$ cat config.mk
export PLATFORM = sky130hd
export DESIGN_NAME = lsu_ctrl
export DESIGN_NICKNAME = d
export VERILOG_FILES = /design/src/rtl/lsu_ctrl.sv
export SDC_FILE = /design/constraint.sdc
export NUM_CORES = 1
export LEC_CHECK = 0
export ABC_CLOCK_PERIOD_IN_PS = 3850
export CAP_MARGIN = 20
export CORE_ASPECT_RATIO = 1.5
export CORE_MARGIN = 4
export CORE_UTILIZATION = 45
export CTS_CLUSTER_SIZE = 16
export DETAILED_ROUTE_END_ITERATION = 6
export GPL_TIMING_DRIVEN = 1
export PLACE_DENSITY = 0.72
export SLEW_MARGIN = 20
export SYNTH_ARGS = -nofsm -noshare
export SYNTH_HDL_FRONTEND = slang
export SYNTH_SLANG_ARGS = --single-unit
$ cat constraint.sdc
create_clock -name clk -period 3.85 [get_ports clk]
set_input_delay 0.77 -clock clk [delete_from_list [all_inputs] [get_ports clk]]
set_output_delay 0.77 -clock clk [all_outputs]
set_load 0.02 [all_outputs]
$ cat src/rtl/lsu_ctrl.sv
// Load/store initiator between execute and dm; misaligned h/w accesses become byte-by-byte dm accesses.
// Latency: aligned accept->resp_valid 2 cycles, split N+1 cycles (N=2/4), rejected misaligned 1 cycle.
// Backpressure: req_ready only in IDLE (and not in reset); no response backpressure, resp_valid pulses once.
module lsu_ctrl #(
    parameter int MISALIGN_SPLIT = 1
) (
    input  logic        clk,
    input  logic        rst,
    input  logic        req_valid,
    output logic        req_ready,
    input  logic        req_we,
    input  logic [3:0]  req_op,
    input  logic [31:0] req_addr,
    input  logic [31:0] req_wdata,
    output logic        resp_valid,
    output logic [31:0] resp_rdata,
    output logic        resp_err,
    output logic        dm_we,
    output logic [3:0]  dm_loadsel,
    output logic [1:0]  dm_byte,
    output logic [6:0]  dm_addr,
    output logic [31:0] dm_din,
    input  logic [31:0] dm_dout
);
    typedef enum logic [1:0] {IDLE, ACCESS, SPLIT, RESP} state_t;

    localparam logic [1:0] SZ_B = 2'd0;
    localparam logic [1:0] SZ_H = 2'd1;
    localparam logic [1:0] SZ_W = 2'd2;

    state_t      state;
    logic [3:0]  op_r;
    logic        we_r;
    logic [8:0]  addr_r;
    logic [31:0] wdata_r;
    logic [1:0]  k_r;
    logic [1:0]  last_r;
    logic [31:0] rdata_r;
    logic        dm_we_r;

    logic [1:0]  req_size;
    logic        req_aligned;
    logic [3:0]  acc_loadsel;
    logic [31:0] acc_din;
    logic [1:0]  nxt_k;
    logic [8:0]  nxt_a;
    logic [7:0]  nxt_wbyte;
    logic [31:0] asm_rdata;
    logic [31:0] split_rdata;
    logic        unused_addr_hi;

    // Only a 512-byte window is addressed; upper address bits are ignored.
    assign unused_addr_hi = ^req_addr[31:9];

    // Ready only when idle; reset forces it low even while the state register still says IDLE.
    assign req_ready = (state == IDLE) && !rst;

    // Reset cancels a write that is in flight so an aborted store never commits under the reset edge.
    assign dm_we = dm_we_r && !rst;

    // Decode access size, alignment and the single-access dm controls for the incoming request.
    always_comb begin
        req_size = SZ_W;
        if (req_we) begin
            if (req_op == 4'b0101)      req_size = SZ_B;
            else if (req_op == 4'b0110) req_size = SZ_H;
        end else begin
            if (req_op == 4'b0001 || req_op == 4'b0010)      req_size = SZ_B;
            else if (req_op == 4'b0011 || req_op == 4'b0100) req_size = SZ_H;
        end

        req_aligned = 1'b0;
        case (req_size)
            SZ_B:    req_aligned = 1'b1;
            SZ_H:    req_aligned = ~req_addr[0];
            default: req_aligned = (req_addr[1:0] == 2'b00);
        endcase

        acc_loadsel = req_op;
        acc_din     = 32'h0;
        if (req_we) begin
            case (req_size)
                SZ_B: begin
                    acc_loadsel = 4'b0101;
                    acc_din     = {4{req_wdata[7:0]}};
                end
                SZ_H: begin
                    acc_loadsel = 4'b0110;
                    acc_din     = {2{req_wdata[15:0]}};
                end
                default: begin
                    acc_loadsel = 4'b0111;
                    acc_din     = req_wdata;
                end
            endcase
        end
    end

    // Next split byte address/data, and the load result with the current byte merged and extended.
    always_comb begin
        nxt_k     = k_r + 2'd1;
        nxt_a     = addr_r + {7'd0, nxt_k};
        nxt_wbyte = wdata_r[{nxt_k, 3'b000} +: 8];
        asm_rdata = rdata_r;
        asm_rdata[{k_r, 3'b000} +: 8] = dm_dout[7:0];
        if (op_r == 4'b0011)
            split_rdata = {{16{asm_rdata[15]}}, asm_rdata[15:0]};
        else if (op_r == 4'b0100)
            split_rdata = {16'h0, asm_rdata[15:0]};
        else
            split_rdata = asm_rdata;
    end

    // Control FSM with registered response and dm outputs.
    always_ff @(posedge clk) begin
        if (rst) begin
            state      <= IDLE;
            op_r       <= 4'h0;
            we_r       <= 1'b0;
            addr_r     <= 9'h0;
            wdata_r    <= 32'h0;
            k_r        <= 2'd0;
            last_r     <= 2'd0;
            rdata_r    <= 32'h0;
            resp_valid <= 1'b0;
            resp_err   <= 1'b0;
            resp_rdata <= 32'h0;
            dm_we_r    <= 1'b0;
            dm_loadsel <= 4'h0;
            dm_byte    <= 2'd0;
            dm_addr    <= 7'h0;
            dm_din     <= 32'h0;
        end else begin
            case (state)
                IDLE: begin
                    resp_valid <= 1'b0;
                    resp_err   <= 1'b0;
                    resp_rdata <= 32'h0;
                    if (req_valid) begin
                        op_r    <= req_op;
                        we_r    <= req_we;
                        addr_r  <= req_addr[8:0];
                        wdata_r <= req_wdata;
                        rdata_r <= 32'h0;
                        k_r     <= 2'd0;
                        last_r  <= (req_size == SZ_H) ? 2'd1 : 2'd3;
                        if (req_aligned) begin
                            state      <= ACCESS;
                            dm_we_r    <= req_we;
                            dm_loadsel <= acc_loadsel;
                            dm_byte    <= req_addr[1:0];
                            dm_addr    <= req_addr[8:2];
                            dm_din     <= acc_din;
                        end else if (MISALIGN_SPLIT != 0) begin
                            state      <= SPLIT;
                            dm_we_r    <= req_we;
                            dm_loadsel <= req_we ? 4'b0101 : 4'b0010;
                            dm_byte    <= req_addr[1:0];
                            dm_addr    <= req_addr[8:2];
                            dm_din     <= req_we ? {4{req_wdata[7:0]}} : 32'h0;
                        end else begin
                            // Rejected: straight to the response, dm stays untouched.
                            state      <= RESP;
                            resp_valid <= 1'b1;
                            resp_err   <= 1'b1;
                        end
                    end
                end
                ACCESS: begin
                    dm_we_r    <= 1'b0;
                    dm_loadsel <= 4'h0;
                    dm_byte    <= 2'd0;
                    dm_addr    <= 7'h0;
                    dm_din     <= 32'h0;
                    resp_valid <= 1'b1;
                    resp_rdata <= we_r ? 32'h0 : dm_dout;
                    state      <= RESP;
                end
                SPLIT: begin
                    if (k_r == last_r) begin
                        dm_we_r    <= 1'b0;
                        dm_loadsel <= 4'h0;
                        dm_byte    <= 2'd0;
                        dm_addr    <= 7'h0;
                        dm_din     <= 32'h0;
                        resp_valid <= 1'b1;
                        resp_rdata <= we_r ? 32'h0 : split_rdata;
                        state      <= RESP;
                    end else begin
                        k_r     <= nxt_k;
                        rdata_r <= asm_rdata;
                        dm_addr <= nxt_a[8:2];
                        dm_byte <= nxt_a[1:0];
                        dm_din  <= we_r ? {4{nxt_wbyte}} : 32'h0;
                    end
                end
                RESP: begin
                    resp_valid <= 1'b0;
                    resp_err   <= 1'b0;
                    resp_rdata <= 32'h0;
                    state      <= IDLE;
                end
                default: state <= IDLE;
            endcase
        end
    end
endmodule
### Yosys cells after proc, flatten, opt, wreduce, memory -nomap -nowiden

Cells that the tools add are included.
W data, S select, Z words.

| operators by class | value |
|---|---|
| add/sub/neg operators | 3 |
| equality and inequality tests | 16 |
| shift-type cells | 3 |
| multiplexer cells | 50 |
| bitwise gates (word level) | 1 |
| reductions and logical operators | 16 |

Operators with widths:

| cell | number |
|---|---|
| $mux W32 | 13 |
| $pmux W32 S3 | 2 |
| $pmux W32 S2 | 2 |
| $bwmux W32 | 1 |
| $shift A8 B7 Y32 const A | 1 |
| $shiftx A32 B6 Y8 | 1 |
| $shiftx A8 B7 Y32 | 1 |
| $mux W2 | 13 |
| $pmux W7 S3 | 1 |
| $eq A4 B3 Y1 const B | 4 |
| $mux W4 | 4 |
| $mux W7 | 2 |
| $eq A4 B2 Y1 const B | 3 |
| $pmux W4 S3 | 1 |
| $add A9 B2 Y9 | 1 |
| $pmux W2 S2 | 2 |
| $pmux W2 S4 | 1 |
| $neg A5 Y7 | 1 |
| $logic_not A2 Y1 | 3 |
| $ne A2 B2 Y1 const B | 3 |
| $pmux W1 S3 | 2 |
| $pmux W2 S3 | 1 |
| $reduce_and A2 Y1 | 3 |
| $reduce_and A3 Y1 | 2 |
| other kinds (15) | 21 |

| word-level totals | value |
|---|---|
| flip-flop bits (word level) | 163 |
| input bits | 104 |
| output and inout bits | 81 |
| word-level logic and storage cells | 104 |

### Depth between registers and ports, before layout

| logic depth | value |
|---|---|
| depth in word-level cells | 11 |
| gate-level depth with buffers | 10 |
| depth with buffers taken out | 8 |

### Worst setup path before layout

Ideal clock, no wire load.

| timing path | value |
|---|---|
| kind | reg-to-reg |
| start point | register k_r[0] |
| end point | register resp_rdata[17] |
| library setup time | 132 ps |
| data arrival time | 2581 ps |
| required time | 3718 ps |
| setup slack | 1137 ps |
| stages on the path, launching flop included | 10 |
| path buffers | 2 |
| period minus slack after synthesis | 2713 ps |
| path through | dfxtp_1 buf_2 inv_1 ha_1 and3b_1 a31oi_1 buf_2 o22ai_1 a221oi_1 nor3_1 |

| on the way | value |
|---|---|
| longest elaborated chain between the ends | 8 |
| elaborated cells on any way between the ends | 11 |
| those cells by class | 1 x add/sub; 2 x eq/ne; 2 x shift; 6 x mux |

Ends and longest elaborated chain:

| item | RTL line | source |
|---|---|---|
| start: declaration | 36 | `logic [1:0] k_r;` |
| start signal: assignment | 190 | `k_r <= nxt_k;` |
| $neg A5 Y7 | 105 | `asm_rdata[{k_r, 3'b000} +: 8] = dm_dout[7:0];` |
| $shiftx A8 B7 Y32 or $shift A8 B7 Y32 (tied branches) | 105 |  |
| $bwmux W32 | 105 |  |
| $mux W32 | 108 | `else if (op_r == 4'b0100)` |
| $mux W32 | 106 | `if (op_r == 4'b0011)` |
| $mux W32 | 187 | `resp_rdata <= we_r ? 32'h0 : split_rdata;` |
| $mux W32 | 180 | `if (k_r == last_r) begin` |
| $pmux W32 S3 | 134 | `case (state)` |
| end signal: assignment | 176 | `resp_rdata <= we_r ? 32'h0 : dm_dout;` |
| end signal: assignment | 187 |  |
| end: declaration | 16 | `output logic [31:0] resp_rdata,` |

Parallel ways exist; a longest one is shown, timed or not. The select of a mux whose other input is x is not followed.
A chain may end at the register's enable or synchronous reset.

### Worst setup path in the final report

| timing path | value |
|---|---|
| start point | input port req_op[1] |
| end point | register dm_din[26] |

| on the way | value |
|---|---|
| longest elaborated chain between the ends | 11 |
| elaborated cells on any way between the ends | 21 |
| those cells by class | 7 x eq/ne; 11 x mux; 3 x reduce/logical |

Ends and longest elaborated chain:

| item | RTL line | source |
|---|---|---|
| start: declaration | 12 | `input logic [3:0] req_op,` |
| $eq A4 B2 Y1 or $eq A4 B3 Y1 (tied branches) | 69 | `else if (req_op == 4'b0011 \|\| req_op == 4'b0100) req_size = SZ_H;` |
| $logic_or A1 B1 Y1 | 69 |  |
| $mux W2 | 69 |  |
| $mux W2 | 68 | `if (req_op == 4'b0001 \|\| req_op == 4'b0010) req_size = SZ_B;` |
| $mux W2 * | 64 | `if (req_we) begin` |
| $eq A2 B1 Y1 or $logic_not A2 Y1 (tied branches) | 73, 82 |  |
| $pmux W32 S2 | 82 | `case (req_size)` |
| $mux W32 | 81 | `if (req_we) begin` |
| $mux W32 * | 147 | `if (req_aligned) begin` |
| $mux W32 * | 139 | `if (req_valid) begin` |
| $pmux W32 S3 * | 134 |  |
| end signal: assignment | 153 | `dm_din <= acc_din;` |
| end signal: assignment | 160 | `dm_din <= req_we ? {4{req_wdata[7:0]}} : 32'h0;` |
| end signal: assignment | 194 | `dm_din <= we_r ? {4{nxt_wbyte}} : 32'h0;` |
| end: declaration | 22 | `output logic [31:0] dm_din,` |

Every way passes the cells marked *; elsewhere a longest branch is shown, timed or not. The select of a mux whose other input is x is not followed.

==> flow_metrics.py <==
metrics = {
    "run_status": {
        "status": "completed",
    },
    "critical_path": {
        "cp.required_ns": 4.21,
        "startpoint": "req_op[1]",
        "cp-end-kind": "flip-flop",
        "r2r-start": "k_r[1]$_SDFFE_PP0P_",
        "critPathLaunchType": "primary input",
        "critPathKind": "in -> reg",
        "rrSetupSlack_ns": 0.95,
        "critPathMaxFanout": 12,
        "worst_ep_arrival_time_ns": 3.50,
        "ff2ff_path_depth": 8,
        "rr_endpoint": "resp_rdata[26]$_SDFFE_PP0N_",
        "cp-endpoint": "dm_din[26]$_SDFFE_PP0P_",
    },
    "synthesis": {
        "synth_largest_area_cell": "dfxtp_1",
        "synthTopCellsByCount": "dfxtp_1 (163), nand2_1 (114), a21oi_1 (70)",
        "yosysUniqueCellTypes": 71,
        "syn_area_per_cell_um2": 8.531,
        "synth_edf_count": 0,
        "synthArstFlopShare_pct": 0,
        "syn_inst": 986,
        "synth_warnings": 0,
        "ys_ff_latch": 163,
        "synthFlopType": "dfxtp_1",
        "syn_nets": 1102,
        "yosysMostFrequentCell": "dfxtp_1",
        "synth_area_um2": 8412,
        "yosysSeqAreaShare_pct": 38.79,
        "synth_top_area_share_pct": 38.79,
        "synth.area.top_cells": "dfxtp_1 (39%), nand2_1 (5.1%), a22o_1 (4.3%), a21oi_1 (4.2%), nor2b_1 (3.4%)",
    },
    "grt": {
        "globalRouteTotalUtil_pct": 26.17,
        "overflow": 0,
        "grt_first_pass_wirelength_um": 43470,
        "grt_antenna_before_repair": 1,
        "grt_pass1_vias": 7986,
        "grt_max_degree": 79,
    },
    "clock_network": {
        "cts.reportedPaths.clkPinSlew_ns": 0.06,
        "cts_made_buffers": 17,
        "cts_max_level": 4,
        "cts_tree": "yes",
        "ctsResizeCount": 0,
        "cts_hold_buffers": 0,
        "post_cts_buffers": 0,
        "cts_sinks": 163,
        "clk_latency_ns": 0.43,
        "cts_root_buf": "clkbuf_16",
        "clockBufferDepth": 2,
    },
    "timing": {
        "slew_violations": 0,
        "layout_worst_path_cycle_share_pct": 81.60,
        "max_freq_ghz": 0.3183,
        "worstMarginPinSlew_ns": 1.071,
        "hold_viol_final": 0,
        "rsz0062_at_grt": "no",
        "setup_viol_count_final": 0,
        "worst_clock_skew_ns": 0.01001,
        "period_needed_ns": 3.142,
        "relSlewSlack_pct": 28.25,
        "setup_tns_ns": 0,
        "setup_ws_ns": 0.7084,
    },
    "power": {
        "vdd_drop_max_v": 0.0003941,
        "power_density_nw_per_um2": 611.5,
        "p_leak_nw": 3.910,
        "total_power_mw": 6.564,
    },
    "floorplan": {
        "initial_core_util_pct": 45.54,
        "core-area_um2": 18470,
        "dieArea_um2": 20990,
        "num_rows": 61,
        "fp.dieW_um": 119.6,
        "pin_count": 185,
        "die_h_um": 175.5,
    },
    "final_layout": {
        "syn_to_final_growth_pct": 27.62,
        "n_fill_cell": 1723,
        "post-route-util_pct": 58.12,
        "drive_gt1_share_pct": 9.238,
        "final_cell_area_um2": 10740,
        "nNetsFinal": 1219,
        "diodes": 0,
    },
    "min_path": {
        "holdPathStages": 2,
        "hold_class": "reg -> reg",
    },
    "placed_design": {
        "gp_congestion": 0.9246,
        "placed_area_um2": 10160,
        "dp.final_hpwl_um": 20280,
        "io_buffers": 160,
        "dp_slack_ns": 0.3435,
    },
    "routing": {
        "drtAntennaViolNets": 0,
        "drtIter0Drc": 577,
        "firstDrtPassIters": 6,
        "drc": 0,
        "wl_per_cell_um": 20.58,
        "routed_via_density": 5.998,
        "totalWireLength_um": 28130,
        "num_vias": 8199,
    },
    "flow_run": {
        "drv_cap": 0,
    },
}
==> final cells by class <==
cell class / instances / area [µm²] / area share [%]
multi-input combinational: 714 / 4700 / 43.78
clock inverter: 12 / 120.1 / 1.119
tap: 252 / 315.3 / 2.937
timing repair buffer: 189 / 1817 / 16.92
sequential: 163 / 3263 / 30.40
clock buffer: 19 / 452.9 / 4.219
inverter: 18 / 67.56 / 0.6294
==> how the worst min path moves through the flow <==
stage,slack (ns),startpoint,end
after floorplan,0.43,dm_we_r$_SDFFE_PP0P_,dm_we_r$_SDFFE_PP0P_
after global placement,0.44,dm_loadsel[3]$_SDFFE_PP0P_,dm_loadsel[3]$_SDFFE_PP0P_
after detailed placement,0.44,dm_loadsel[3]$_SDFFE_PP0P_,dm_loadsel[3]$_SDFFE_PP0P_
after CTS,0.45,dm_loadsel[3]$_SDFFE_PP0P_,dm_loadsel[3]$_SDFFE_PP0P_
after global routing,0.47,dm_loadsel[3]$_SDFFE_PP0P_,dm_loadsel[3]$_SDFFE_PP0P_
final,0.45,dm_loadsel[3]$_SDFFE_PP0P_,dm_loadsel[3]$_SDFFE_PP0P_
==> kinds of logic (layout without fill, tap and decap cells) <==
| group | count (synthesis) | after routing | share of synthesized area [%] |
|---|---|---|---|
| muxes | 16 | 16 | 3.109 |
| buffers and inverters | 109 | 238 | 5.489 |
| other | 1 | 1 | 0.04458 |
| xor gates and xnor gates | 11 | 11 | 1.324 |
| and+or+nand+nor | 365 | 365 | 22.59 |
| adders and majority gates | 12 | 12 | 1.874 |
| DFF | 163 | 163 | 38.79 |
| AOI/OAI and AO/OA | 309 | 309 | 26.77 |
==> cells in the final DEF, fill, tap and decap left out, types with 4 or more instances in the layout <==
cell type,netlist,layout
a21oi_1,70,70
a211oi_1,9,9
nand2_1,114,114
or2_1,10,10
a211o_1,8,8
a22o_1,41,41
nand3_1,22,22
and4b_1,10,10
nor4b_1,8,8
clkbuf_16,0,17
xor2_1,4,4
ha_1,11,11
xnor2_1,5,5
a22oi_1,11,11
or2_2,6,6
o22ai_1,23,23
nor3b_1,9,9
nor2b_1,46,46
dfxtp_1,163,163
clkdlybuf4s50_1,0,159
o21bai_1,23,23
o21ai_0,8,8
o221a_2,9,9
inv_6,0,4
nor4_1,8,8
mux4_2,8,8
mux2i_1,7,7
a221oi_1,32,32
a31oi_1,43,43
and3_1,4,4
inv_1,18,18
o31a_1,8,8
nor2_1,66,65
buf_4,1,30
nand2b_1,6,6
nor3_1,36,36
a2111oi_0,8,8
==> metal layers <==
layer  up-vias  global-route usage (%)  wire (µm)
met5         -                       0          0
met4         0                   16.01       1774
met3        97                   4.897       1603
met2       322                   46.65      14310
met1      3906                   28.46      10440
li1       3874                       -          -
==> power breakdown <==
| part | leakage (nW) | total, mW | switching (mW) | internal, mW |
|---|---|---|---|---|
| clock | 0.283 | 1.67 | 0.737 | 0.934 |
| sequential | 1.33 | 2.19 | 0.186 | 2.00 |
| combinational | 2.29 | 2.71 | 1.61 | 1.10 |
| total | 3.91 | 6.56 | 2.53 | 4.03 |
==> per-stage QoR <==
step                hold slack (ns)  std cells
global placement             0.4372       1336
global route                 0.4677       1367
finish                       0.4489       1367
CTS                          0.4496       1367
floorplan                    0.4318        986
detailed placement           0.4419       1336
==> worst max-delay path: stages <==
cell and delay (ns):
clkdlybuf4s50_1 0.75, or3b_4 0.49, a31oi_1 0.88, o21ai_2 0.34, o22ai_1 0.26
==> sequential cells by signal, summed over array words and instances (netlist names) <==
name and count:
dm_we_r 1, dm_addr 7, resp_rdata 32, resp_valid 1, dm_byte 2, dm_din 32
k_r 2, wdata_r 32, rdata_r 32, state 2, we_r 1, dm_loadsel 4
addr_r 9, last_r 2, op_r 4
Note: power is estimated with default switching activity, not from simulation.
